File: config.mk
export PLATFORM = sky130hd
export DESIGN_NAME = cabac_cu_debinari_intra
export DESIGN_NICKNAME = d
export VERILOG_FILES = /design/src/rtl/cabac_cu_debinari_intra.sv
export SDC_FILE = /design/constraint.sdc
export NUM_CORES = 1
export LEC_CHECK = 0
export ABC_AREA = 1
export BUFFER_PORTS_ARGS = -buffer_cell sky130_fd_sc_hd__buf_4
export CORE_MARGIN = 5
export CORE_UTILIZATION = 40
export DETAILED_ROUTE_END_ITERATION = 6
export MAX_ROUTING_LAYER = met4
export PLACE_DENSITY_LB_ADDON = 0.12
export SYNTH_ARGS = -nofsm -noshare
export SYNTH_HDL_FRONTEND = slang
export SYNTH_SLANG_ARGS = --single-unit
File: constraint.sdc
create_clock -name clk -period 9.55 [get_ports clk]
set_input_delay 1.4325 -clock clk [delete_from_list [all_inputs] [get_ports clk]]
set_output_delay 1.4325 -clock clk [all_outputs]
set_load 0.01 [all_outputs]
File: src/rtl/cabac_cu_debinari_intra.sv
// Intra CU de-binarizer: pulls bins from the CABAC bin decoder and
// rebuilds part mode, packed luma modes and chroma mode of one CU.
//
// Ports:
//   clk, rst          clock, synchronous active-high reset
//   start_i           one-cycle start; samples cu_depth_i, left/top modes
//   cu_depth_i        0:64x64 .. 3:8x8
//   left_mode_i       [17:12] left of PU0, [5:0] left of PU2
//   top_mode_i        [11:6] top of PU0, [5:0] top of PU1
//   bin_req_o         bin request, held until bin_vld_i
//   bin_bypass_o      1 = bypass bin
//   bin_bank_o/addr_o context descriptor (0 for bypass)
//   bin_vld_i, bin_i  bin delivery
//   busy_o, done_o    parse in progress / one-cycle completion pulse
//   cu_sub_div_o      1 = NxN
//   luma_mode_o       PU0 [23:18] .. PU3 [5:0]
//   chroma_mode_o     36 = DM, else explicit mode
module cabac_cu_debinari_intra #(
    parameter logic [2:0] PART_BANK   = 3'd3,
    parameter logic [4:0] PART_ADDR   = 5'd26,
    parameter logic [2:0] LUMA_BANK   = 3'd2,
    parameter logic [4:0] LUMA_ADDR   = 5'd28,
    parameter logic [2:0] CHROMA_BANK = 3'd1,
    parameter logic [4:0] CHROMA_ADDR = 5'd30
) (
    input  logic        clk,
    input  logic        rst,
    input  logic        start_i,
    input  logic [1:0]  cu_depth_i,
    input  logic [23:0] left_mode_i,
    input  logic [23:0] top_mode_i,
    output logic        bin_req_o,
    output logic        bin_bypass_o,
    output logic [2:0]  bin_bank_o,
    output logic [4:0]  bin_addr_o,
    input  logic        bin_vld_i,
    input  logic        bin_i,
    output logic        busy_o,
    output logic        done_o,
    output logic        cu_sub_div_o,
    output logic [23:0] luma_mode_o,
    output logic [5:0]  chroma_mode_o
);

    localparam logic [8:0] D_PART = {1'b0, PART_BANK, PART_ADDR};
    localparam logic [8:0] D_LUMA = {1'b0, LUMA_BANK, LUMA_ADDR};
    localparam logic [8:0] D_CHR  = {1'b0, CHROMA_BANK, CHROMA_ADDR};
    localparam logic [8:0] D_BYP  = 9'h100;
    localparam logic [8:0] D_NONE = 9'h000;

    typedef enum logic [2:0] {
        S_IDLE, S_PART, S_PREV, S_IDX,
        S_DERIVE, S_CHR_R, S_CHR_B, S_DONE
    } state_t;

    state_t          state_q;
    logic            req_q;
    logic [8:0]      desc_q;
    logic            busy_q;
    logic            done_q;
    logic            sub_o_q;
    logic [23:0]     luma_q;
    logic [5:0]      chroma_q;
    logic            sub_q;
    logic [3:0]      flag_q;
    logic [1:0]      pu_q;
    logic [2:0]      cnt_q;
    logic [4:0]      val_q;
    logic [11:0]     left_q;
    logic [11:0]     top_q;
    // index 0 is PU0, which lands in the MSB field of the packed vector
    logic [0:3][5:0] work_q;

    logic       fire;
    logic       idx_last;
    logic [1:0] last_pu;
    logic [5:0] nb_a, nb_b;
    logic [5:0] m0, m1, m2;
    logic [5:0] s0, s1, s2, tmp;
    logic [5:0] mpm_mode, rem_mode, der_mode;
    logic [1:0] chr_idx;
    logic [5:0] chr_base, chr_mode;
    logic       unused_ok;

    assign unused_ok = ^{left_mode_i[23:18], left_mode_i[11:6],
                         top_mode_i[23:12]};

    assign fire     = req_q & bin_vld_i;
    assign last_pu  = sub_q ? 2'd3 : 2'd0;
    // mpm_idx ends on a 0 bin or after its second bin; rem after 5 bins
    assign idx_last = flag_q[pu_q] ? ((cnt_q != 3'd0) | ~bin_i)
                                   : (cnt_q == 3'd4);

    always_comb begin
        nb_a = '0;
        nb_b = '0;
        case (pu_q)
            2'd0: begin nb_a = left_q[11:6]; nb_b = top_q[11:6]; end
            2'd1: begin nb_a = work_q[0];    nb_b = top_q[5:0];  end
            2'd2: begin nb_a = left_q[5:0];  nb_b = work_q[0];   end
            default: begin nb_a = work_q[2]; nb_b = work_q[1];   end
        endcase

        if (nb_a == nb_b) begin
            if (nb_a < 6'd2) begin
                m0 = 6'd0;
                m1 = 6'd1;
                m2 = 6'd26;
            end else begin
                m0 = nb_a;
                m1 = 6'd2 + ((nb_a + 6'd29) & 6'd31);
                m2 = 6'd2 + ((nb_a - 6'd1) & 6'd31);
            end
        end else begin
            m0 = nb_a;
            m1 = nb_b;
            if (nb_a != 6'd0 && nb_b != 6'd0)      m2 = 6'd0;
            else if (nb_a != 6'd1 && nb_b != 6'd1) m2 = 6'd1;
            else                                   m2 = 6'd26;
        end

        case (val_q[1:0])
            2'd0:    mpm_mode = m0;
            2'd1:    mpm_mode = m1;
            default: mpm_mode = m2;
        endcase

        // three-element sorting network
        s0 = m0;
        s1 = m1;
        s2 = m2;
        if (s0 > s1) begin tmp = s0; s0 = s1; s1 = tmp; end
        else tmp = s0;
        if (s1 > s2) begin tmp = s1; s1 = s2; s2 = tmp; end
        if (s0 > s1) begin tmp = s0; s0 = s1; s1 = tmp; end

        rem_mode = {1'b0, val_q};
        if (rem_mode >= s0) rem_mode = rem_mode + 6'd1;
        if (rem_mode >= s1) rem_mode = rem_mode + 6'd1;
        if (rem_mode >= s2) rem_mode = rem_mode + 6'd1;

        der_mode = flag_q[pu_q] ? mpm_mode : rem_mode;

        chr_idx = {val_q[0], bin_i};
        case (chr_idx)
            2'd0:    chr_base = 6'd0;
            2'd1:    chr_base = 6'd26;
            2'd2:    chr_base = 6'd10;
            default: chr_base = 6'd1;
        endcase
        chr_mode = (chr_base == work_q[3]) ? 6'd34 : chr_base;
    end

    always_ff @(posedge clk) begin
        if (rst) begin
            state_q  <= S_IDLE;
            req_q    <= 1'b0;
            desc_q   <= D_NONE;
            busy_q   <= 1'b0;
            done_q   <= 1'b0;
            sub_o_q  <= 1'b0;
            luma_q   <= '0;
            chroma_q <= '0;
            sub_q    <= 1'b0;
            flag_q   <= '0;
            pu_q     <= '0;
            cnt_q    <= '0;
            val_q    <= '0;
            left_q   <= '0;
            top_q    <= '0;
            work_q   <= '0;
        end else begin
            done_q <= 1'b0;
            unique case (state_q)
                S_IDLE: begin
                    if (start_i) begin
                        left_q <= {left_mode_i[17:12], left_mode_i[5:0]};
                        top_q  <= top_mode_i[11:0];
                        busy_q <= 1'b1;
                        flag_q <= '0;
                        pu_q   <= '0;
                        cnt_q  <= '0;
                        val_q  <= '0;
                        sub_q  <= 1'b0;
                        req_q  <= 1'b1;
                        if (cu_depth_i == 2'd3) begin
                            desc_q  <= D_PART;
                            state_q <= S_PART;
                        end else begin
                            desc_q  <= D_LUMA;
                            state_q <= S_PREV;
                        end
                    end
                end
                S_PART: begin
                    if (fire) begin
                        sub_q   <= ~bin_i;
                        desc_q  <= D_LUMA;
                        state_q <= S_PREV;
                    end
                end
                S_PREV: begin
                    if (fire) begin
                        flag_q[cnt_q[1:0]] <= bin_i;
                        if (cnt_q[1:0] == last_pu) begin
                            cnt_q   <= '0;
                            val_q   <= '0;
                            desc_q  <= D_BYP;
                            state_q <= S_IDX;
                        end else begin
                            cnt_q <= cnt_q + 3'd1;
                        end
                    end
                end
                S_IDX: begin
                    if (fire) begin
                        if (flag_q[pu_q])
                            val_q <= (cnt_q == 3'd0) ? {4'd0, bin_i}
                                   : (bin_i ? 5'd2 : 5'd1);
                        else
                            val_q <= {val_q[3:0], bin_i};
                        cnt_q <= cnt_q + 3'd1;
                        if (idx_last) begin
                            req_q   <= 1'b0;
                            desc_q  <= D_NONE;
                            state_q <= S_DERIVE;
                        end
                    end
                end
                S_DERIVE: begin
                    if (sub_q) work_q[pu_q] <= der_mode;
                    else       work_q <= {4{der_mode}};
                    req_q <= 1'b1;
                    cnt_q <= '0;
                    val_q <= '0;
                    if (pu_q != last_pu) begin
                        pu_q    <= pu_q + 2'd1;
                        desc_q  <= D_BYP;
                        state_q <= S_IDX;
                    end else begin
                        desc_q  <= D_CHR;
                        state_q <= S_CHR_R;
                    end
                end
                S_CHR_R: begin
                    if (fire) begin
                        if (!bin_i) begin
                            req_q    <= 1'b0;
                            desc_q   <= D_NONE;
                            luma_q   <= work_q;
                            chroma_q <= 6'd36;
                            sub_o_q  <= sub_q;
                            busy_q   <= 1'b0;
                            done_q   <= 1'b1;
                            state_q  <= S_DONE;
                        end else begin
                            desc_q  <= D_BYP;
                            state_q <= S_CHR_B;
                        end
                    end
                end
                S_CHR_B: begin
                    if (fire) begin
                        val_q <= {val_q[3:0], bin_i};
                        cnt_q <= cnt_q + 3'd1;
                        if (cnt_q != 3'd0) begin
                            req_q    <= 1'b0;
                            desc_q   <= D_NONE;
                            luma_q   <= work_q;
                            chroma_q <= chr_mode;
                            sub_o_q  <= sub_q;
                            busy_q   <= 1'b0;
                            done_q   <= 1'b1;
                            state_q  <= S_DONE;
                        end
                    end
                end
                S_DONE: begin
                    state_q <= S_IDLE;
                end
            endcase
        end
    end

    assign bin_req_o     = req_q;
    assign bin_bypass_o  = desc_q[8];
    assign bin_bank_o    = desc_q[7:5];
    assign bin_addr_o    = desc_q[4:0];
    assign busy_o        = busy_q;
    assign done_o        = done_q;
    assign cu_sub_div_o  = sub_o_q;
    assign luma_mode_o   = luma_q;
    assign chroma_mode_o = chroma_q;

endmodule

# After elaboration in Yosys (flattened, before gate mapping)

Index checks and enable logic that the tools add are counted.

Add/subtract/negate cells: 9
$lt $le $gt $ge: 12
Equal/unequal tests: 32
Mux-type cells: 112
Bitwise operators: 4
Reduce and logical (&&, ||, !) cells: 33

Operators with widths:

| cell                  | number |
|---|---|
| $mux W6               | 23 |
| $mux W24              | 5 |
| $mux W9               | 11 |
| $pmux W9 S7           | 1 |
| $pmux W24 S2          | 1 |
| $mux W3               | 14 |
| $mux W5               | 8 |
| $pmux W6 S3           | 2 |
| $pmux W5 S5           | 1 |
| $bwmux W24            | 1 |
| $pmux W3 S8           | 1 |
| $pmux W6 S2           | 2 |
| $ne A2 B2 Y1 const B  | 11 |
| $mux W1               | 21 |
| $gt A6 B6 Y1          | 3 |
| $eq A3 B3 Y1 const B  | 5 |
| $pmux W5 S3           | 1 |
| $add A2 B5 Y6 const A | 2 |
| $add A6 B1 Y6 const B | 2 |
| $demux W6 S2          | 1 |
| $eq A6 B6 Y1          | 2 |
| $ge A6 B6 Y1          | 2 |
| $mux W2               | 6 |
| $ne A6 B1 Y1 const B  | 2 |
| other kinds (50)      | 74 |

Register bits: 109
Input port bits: 55
Output and inout port bits: 43
Word-level logic and storage cells: 221

# Longest topological paths before layout

Gate-level depths: netlist of run 1.

Depth in word-level cells: 21
Depth in mapped cells: 86

# Worst setup path after synthesis of run 1

No wires, ideal clock.

Kind: reg-to-reg
Start: register pu_q[0]
End: register work_q[5] in the netlist's numbering
Setup time: 0.109 ns
Data arrival time: 10.317 ns
Data required time: 9.441 ns
Slack: -0.876 ns
Stages on the path, launching flop included: 70
Path buffers: 3
Period minus slack after synthesis: 10.426 ns
Cell sequence: dfxtp_1 > inv_1 > ha_1 > nand2_1 > nand2_1 > o21bai_1 > ha_1 > inv_1 > nand4_1 > xor2_1 > o21ai_0 > inv_1 > ha_1 > nand2_1 > nor2_1 > o21ai_0 > o211ai_1 > nand2_1 > [... 34 more ...] > inv_2 > nand2_1 > nor3_1 > nor2_1 > inv_1 > ha_1 > nand2_1 > inv_1 > a2111oi_0 > inv_1 > nand3_1 > nor2_1 > nand3_1 > nand2_1 > nand2_2 > nand3_1 > nand2_1 > inv_1

Cells in the longest elaborated chain, start to end: 21

Ends and longest elaborated chain:

| element                                              | RTL line | source |
|---|---|---|
| from (decl)                                          | 66       | `logic [1:0] pu_q;` |
| from (signal assigned)                               | 237      | `pu_q <= pu_q + 2'd1;` |
| $eq A2 B2 Y1, or another cell as far along           | 97       | `case (pu_q)` |
| $pmux W6 S3                                          | 97       |  |
| $add A5 B5 Y5                                        | 111      | `m1 = 6'd2 + ((nb_a + 6'd29) & 6'd31);` |
| $add A2 B5 Y6                                        | 111      |  |
| $mux W6                                              | 105      | `if (nb_a < 6'd2) begin` |
| $mux W6                                              | 104      | `if (nb_a == nb_b) begin` |
| $gt A6 B6 Y1                                         | 132      | `if (s0 > s1) begin tmp = s0; s0 = s1; s1 = tmp; end` |
| $mux W6                                              | 132      |  |
| [... 5 more ...]                                     | n/a      |  |
| $mux W6                                              | 138      | `if (rem_mode >= s0) rem_mode = rem_mode + 6'd1;` |
| $add A6 B1 Y6 / $ge A6 B6 Y1 (equally long branches) | 139      | `if (rem_mode >= s1) rem_mode = rem_mode + 6'd1;` |
| $mux W6                                              | 139      |  |
| $add A6 B1 Y6 / $ge A6 B6 Y1 (equally long branches) | 140      | `if (rem_mode >= s2) rem_mode = rem_mode + 6'd1;` |
| $mux W6                                              | 140      |  |
| $mux W6                                              | 142      | `der_mode = flag_q[pu_q] ? mpm_mode : rem_mode;` |
| $bwmux W24                                           | 231      | `if (sub_q) work_q[pu_q] <= der_mode;` |
| $mux W24 (*)                                         | 231      |  |
| to (signal, indexed assignment)                      | 231      |  |
| to (signal assigned)                                 | 232      | `else work_q <= {4{der_mode}};` |
| to (decl)                                            | 72       | `logic [0:3][5:0] work_q;` |

Every way passes the cells marked *; elsewhere a longest branch is shown, timed or not. The select of a mux whose other input is x is not followed.
A chain may end at the register's enable or synchronous reset.

# Worst setup path after layout of run 1

Start: register pu_q[0]
End: register work_q[2] in the netlist's numbering

The elaborated chain is that of the path after synthesis.

==> metrics.txt, run 1 <==
run status finished, violations left; failing checks negative setup slack; Synth top cells by count sky130_fd_sc_hd__nand2_1, sky130_fd_sc_hd__nor2_1, sky130_fd_sc_hd__o21ai_0; type of the worst setup path reg2reg; number of max-cap violations 0; layout cell share with drive strength beyond 1 0.344; row count 49; H-tree Lvls 3; synthesized area per cell 6.46 sq um; Period minus WS final 9.84 ns; cell chosen for the clock root sky130_fd_sc_hd__clkbuf_16; first-pass GRT wire length 36400 microns; routability congestion estimate 0.897; number of nets with antenna violations after routing 0; number of remaining DRC errors 0; count of yosys warnings during synthesis 0; iteration count of the initial detailed-routing pass 5; number of nets in the layout 1470; final design instance area without fill 0.0107 sq mm; antenna violations before repair 0; Chip Width 145 microns; clock tree from TritonCTS yes; largest incremental delay on the critical path 0.38 ns; hold violation total from the final report 0; TritonCTS sink count 105; cell count after placement 1542; post-route worst setup slack -0.289 ns; Crit path top cell by count sky130_fd_sc_hd__nand2_4; number of violations reported at the end of detailed-routing iteration 0 403; CP max-delay cell sky130_fd_sc_hd__dfxtp_4; Total Wirelength 23300 microns; data arrival time of the critical path 10.09 ns; all-layer global routing usage 0.222; worst relative slew slack 0.285; Fin Clk Skew 0.0129 ns; maximum clock insertion buffer count 2; count of buffers inserted at the top-level ports 71; starting density of the core 0.406; Worst Setup End Kind register; post-synth top area share 0.289; Detail Placement HPWL 17200 microns; Die Span Y 145 microns; main area contributors after synthesis sky130_fd_sc_hd__dfxtp_1, sky130_fd_sc_hd__nand2_1, sky130_fd_sc_hd__ha_1; Syn Inst Count 1125; grt ovf 0; antenna diode count 0; pin count of the biggest net entering global routing 75; number of buffers inserted for hold repair after clock tree synthesis 0; class of the worst hold path reg2reg; top-count cell post-synth sky130_fd_sc_hd__nand2_1; area of the core region 0.0179 sq mm; number of global-route vias before repair 7436; leading register cell type out of synthesis sky130_fd_sc_hd__dfxtp_1; cell area after placement 0.00913 sq mm; maximum operating frequency 102 MHz; area growth from synthesis to layout 46.5%; unique cell type count in the Yosys netlist 47; via-per-instance ratio 5.04; post-CTS clock slew at the launch and capture registers of the worst setup and hold paths 0.08 ns; FFs w/ async S/R, synth 0; largest area contributor in the synthesized netlist sky130_fd_sc_hd__dfxtp_1; average routed wire per standard cell 14.6 microns; Die Footprint 0.0210 sq mm; post-synthesis register bit count 105; largest fanout on the critical path 7; slew of the pin with the lowest slew margin 1.06 ns; setup repair after global routing missed its margin true; Netlist Area Pre-Place 0.00727 sq mm; # IOs 98; part of the Yosys area used for sequential elements 0.289; clock latency of the later-clocked register in the worst-skew pair 0.36 ns; Post-synth EDFFs 0; Setup-failing EPs final 24; via count 8017; crit path launch type register; Req. time, crit path 9.80 ns; Num CTS Buffers 9; post-layout instance count excluding filler cells 1591; share of the cycle needed by the critical path after routing 1.03; number of max-slew violations in the final report 0
metrics by stage:
stage | utilization | worst slack, ns | hold WS (ns) | TNS, ns
6_report | 0.595 | -0.289 | 0.469 | -5.44
5_1_grt | 0.595 | -0.869 | 0.486 | -19.77
4_1_cts | 0.542 | -0.267 | 0.474 | -5.02
3_5_place_dp | 0.510 | -0.873 | 0.462 | -19.62
3_3_place_gp | 0.510 | -0.773 | 0.460 | -17.46
2_1_floorplan | - | 0.00583 | 0.449 | 0
cells in the final DEF (no fill, tap or decap), types with 16 or more instances in the layout:
cell and count:
sky130_fd_sc_hd__buf_4 237, sky130_fd_sc_hd__nor2_2 20, sky130_fd_sc_hd__ha_4 21, sky130_fd_sc_hd__nor2_1 162
sky130_fd_sc_hd__a21oi_1 50, sky130_fd_sc_hd__nand3_2 16, sky130_fd_sc_hd__ha_1 36, sky130_fd_sc_hd__nand2_2 39
sky130_fd_sc_hd__inv_2 18, sky130_fd_sc_hd__inv_1 113, sky130_fd_sc_hd__nand3_1 30, sky130_fd_sc_hd__o21ai_0 109
sky130_fd_sc_hd__dfxtp_1 103, sky130_fd_sc_hd__buf_6 17, sky130_fd_sc_hd__nand2_1 190, sky130_fd_sc_hd__nand2_4 23
cells by family after synthesis:
family	count (synthesis)	synth area share
and+or+nand+nor	511	0.292
buffers and inverters	177	0.0967
adders and majority gates	58	0.0998
xor gates and xnor gates	10	0.0120
DFF	105	0.289
AOI/OAI and AO/OA	263	0.210
other	1	0.000516
critical path, delay by kind of cell, from the launching register on:
| kind | cells | cell delay, ns |
|---|---|---|
| xor gates and xnor gates | 3 | 0.47 |
| AOI/OAI and AO/OA | 21 | 2.86 |
| and+or+nand+nor | 26 | 2.16 |
| adders and majority gates | 7 | 1.70 |
| DFF | 1 | 0.38 |
| buffers and inverters | 19 | 2.15 |
path summary, 6_finish.rpt:
path	start	end	slack, ns	cells after the start
worst max-delay path	pu_q[0]	work_q[2]	-0.29	76
worst min register to register	desc_q[2]	desc_q[2]	0.47	2
worst min-delay path	desc_q[2]	desc_q[2]	0.47	2
worst max register to register	pu_q[0]	work_q[2]	-0.29	76
state kept, by name, indices dropped and copies added, names as in the netlist:
name           flops
val_q              5
sub_q              1
left_q            12
cu_sub_div_o       1
luma_mode_o       24
cnt_q              3
work_q            24
state_q            3
top_q             12
bin_req_o          1
busy_o             1
done_o             1
desc_q             5
chroma_mode_o      6
flag_q             4
pu_q               2
layer usage:
metal | vias to the layer above | GRT usage | share of wire
li1 | 4145 | - | -
met3 | 26 | 0.0325 | 0.042
met4 | 0 | 0.0560 | 0.014
met2 | 168 | 0.345 | 0.47
met1 | 3678 | 0.303 | 0.48
met5 | - | - | 0
cell type report:
| class | instances | area [sq um] |
|---|---|---|
| clock buffer | 9 | 225 |
| clock inverter | 7 | 98.8 |
| fill | 1682 | 7250 |
| inverter | 141 | 542 |
| multi-input combinational | 844 | 5380 |
| sequential | 105 | 2110 |
| tap | 229 | 287 |
| timing repair buffer | 256 | 2010 |
timing repair:
item | 4_1_cts | 5_1_grt
pin swaps | 24 | 97
cloned | 0 | 1
setup buffers | 12 | 20
endpoints found under the setup margin | 24 | 24
gates resized for setup | 54 | 183
Power of run 1 is not shown: default switching activity piles up to over one toggle a cycle in this logic, so the estimate is an artifact.
==> run 2, diff against run 1 <==
- SETUP_SLACK_MARGIN: unset -> 0.1
==> run 2 against run 1 <==
Net effect:
- the flow still finishes with violations (negative setup slack)
- die area did not move
- register-to-register slack better by 0.15 ns
- highest routed layer unchanged
- worst setup slack improved by 0.15 ns
- clock-buffer cell count is the same
- routed wire length fell by 1.8%
==> metrics.txt, run 2 (same netlist as run 1, synthesis figures left out) <==
data arrival time of the critical path 9.92 ns; number of nets in the layout 1476; clock tree from TritonCTS yes; via-per-instance ratio 5.00; Req. time, crit path 9.78 ns; CP max-delay cell sky130_fd_sc_hd__dfxtp_4; routability congestion estimate 0.931; Die Footprint 0.0210 sq mm; number of remaining DRC errors 0; clock latency of the later-clocked register in the worst-skew pair 0.37 ns; Die Span Y 145 microns; worst reg-to-reg path cell count 75; r2r setup slk -0.14 ns; commonest non-fill, non-tap cell in the layout sky130_fd_sc_hd__buf_4; number of max-slew violations in the final report 0; via count 7984; all-layer global routing usage 0.224; antenna violations before repair 0; Crit path top cell by count sky130_fd_sc_hd__inv_2; TritonCTS sink count 105; startpoint of the most critical register-to-register path pu_q[1]; final design instance area without fill 0.0107 sq mm; Fin Clk Skew 0.0127 ns; first-pass GRT wire length 36800 microns; most frequent cells in the layout sky130_fd_sc_hd__buf_4, sky130_fd_sc_hd__nand2_1, sky130_fd_sc_hd__nor2_1; maximum operating frequency 103 MHz; Detail Placement HPWL 17200 microns; kind of cell adding the most delay to the critical path compound AO/OA/AOI/OAI gates; maximum clock insertion buffer count 2; cell area after placement 0.00923 sq mm; run status finished, violations left; type of the worst setup path reg2reg; depth of the worst hold-timing path 2; Chip Width 145 microns; worst setup slack before clock tree synthesis -0.804 ns; cell chosen for the clock root sky130_fd_sc_hd__clkbuf_16; post-CTS clock slew at the launch and capture registers of the worst setup and hold paths 0.08 ns; row count 49; layout cell share with drive strength beyond 1 0.349; number of nets with antenna violations after routing 0; grt ovf 0; largest incremental delay on the critical path 0.41 ns; failing checks negative setup slack; launch point of the worst hold path desc_q[2]; area growth from synthesis to layout 46.7%; cell count after placement 1546; number of violations reported at the end of detailed-routing iteration 0 544; Setup-failing EPs final 24; Period minus WS final 9.69 ns; H-tree Lvls 3; Buf+Inv Stages, Crit Path 19; number of global-route vias before repair 7514; starting density of the core 0.406; Fin Setup TNS -2.33 ns; end of the worst register-to-register path work_q[1]; count of buffers inserted at the top-level ports 71; # IOs 98; slew of the pin with the lowest slew margin 1.19 ns; hold violation total from the final report 0; post-route worst setup slack -0.143 ns; iteration count of the initial detailed-routing pass 5; antenna diode count 0; fill cell total of the finished layout 1699; share of the cycle needed by the critical path after routing 1.01; post-layout instance count excluding filler cells 1596; setup repair after global routing missed its margin true; number of buffers inserted for hold repair after clock tree synthesis 0; Num CTS Buffers 9; hold-critical path endpoint desc_q[2]; Total Wirelength 22900 microns; Worst Setup End Kind register; average routed wire per standard cell 14.3 microns; largest fanout on the critical path 8; worst setup path start pu_q[1]; worst relative slew slack 0.196; class of the worst hold path reg2reg; pin count of the biggest net entering global routing 79; area of the core region 0.0179 sq mm; number of max-cap violations 0; crit path launch type register
==> run 2: cell count changes in the layout (fill, tap and decap cells not counted), sizes merged <==
| cell | change |
|---|---|
| inv | +2 |
| buf | +6 |
| clkinv | -3 |
==> run 2: tightest hold or removal path, cell delays in order (launching register included) <==
cell,delay [ns]
sky130_fd_sc_hd__dfxtp_1,0.32
sky130_fd_sc_hd__nand2_1,0.06
sky130_fd_sc_hd__a21oi_1,0.05
==> run 2: layer usage <==
| layer | wire [microns] | up-vias | global-route usage |
|---|---|---|---|
| met1 | 10900 | 3673 | 0.304 |
| met4 | 312 | 0 | 0.0491 |
| li1 | - | 4135 | - |
| met2 | 10800 | 154 | 0.359 |
| met5 | 0 | - | - |
| met3 | 859 | 22 | 0.0256 |
==> run 2: final cells by class <==
type / instances / area, sq um / area share
multi-input combinational: 844 / 5410 / 0.507
sequential: 105 / 2110 / 0.198
timing repair buffer: 262 / 2040 / 0.191
inverter: 141 / 544 / 0.0510
tap: 229 / 287 / 0.0269
clock buffer: 9 / 225 / 0.0211
clock inverter: 6 / 62.6 / 0.00586
==> run 2: metrics by stage <==
step                hold slack (ns)  utilization
floorplan                     0.449            -
global placement              0.458        0.516
detailed placement            0.460        0.516
CTS                           0.474        0.548
global route                  0.490        0.596
finish                        0.471        0.596
==> run 2: what timing repair did <==
item / 4_1_cts / 5_1_grt
pin swaps: 36 / 96
buffers inserted: 11 / 23
cloned: 1 / 1
endpoints found under the setup margin: 24 / 24
gates resized for setup: 59 / 156
==> run 2: how the worst max path moves through the flow <==
stage,end,slack (ns),depth (start not counted)
global placement,work_q[10],-0.67,73
finish,work_q[1],-0.14,75
floorplan,work_q[4],0.10,75
CTS,work_q[18],-0.31,81
global route,work_q[14],-0.70,75
detailed placement,work_q[10],-0.80,72
Power of run 2 is left out for the same reason.
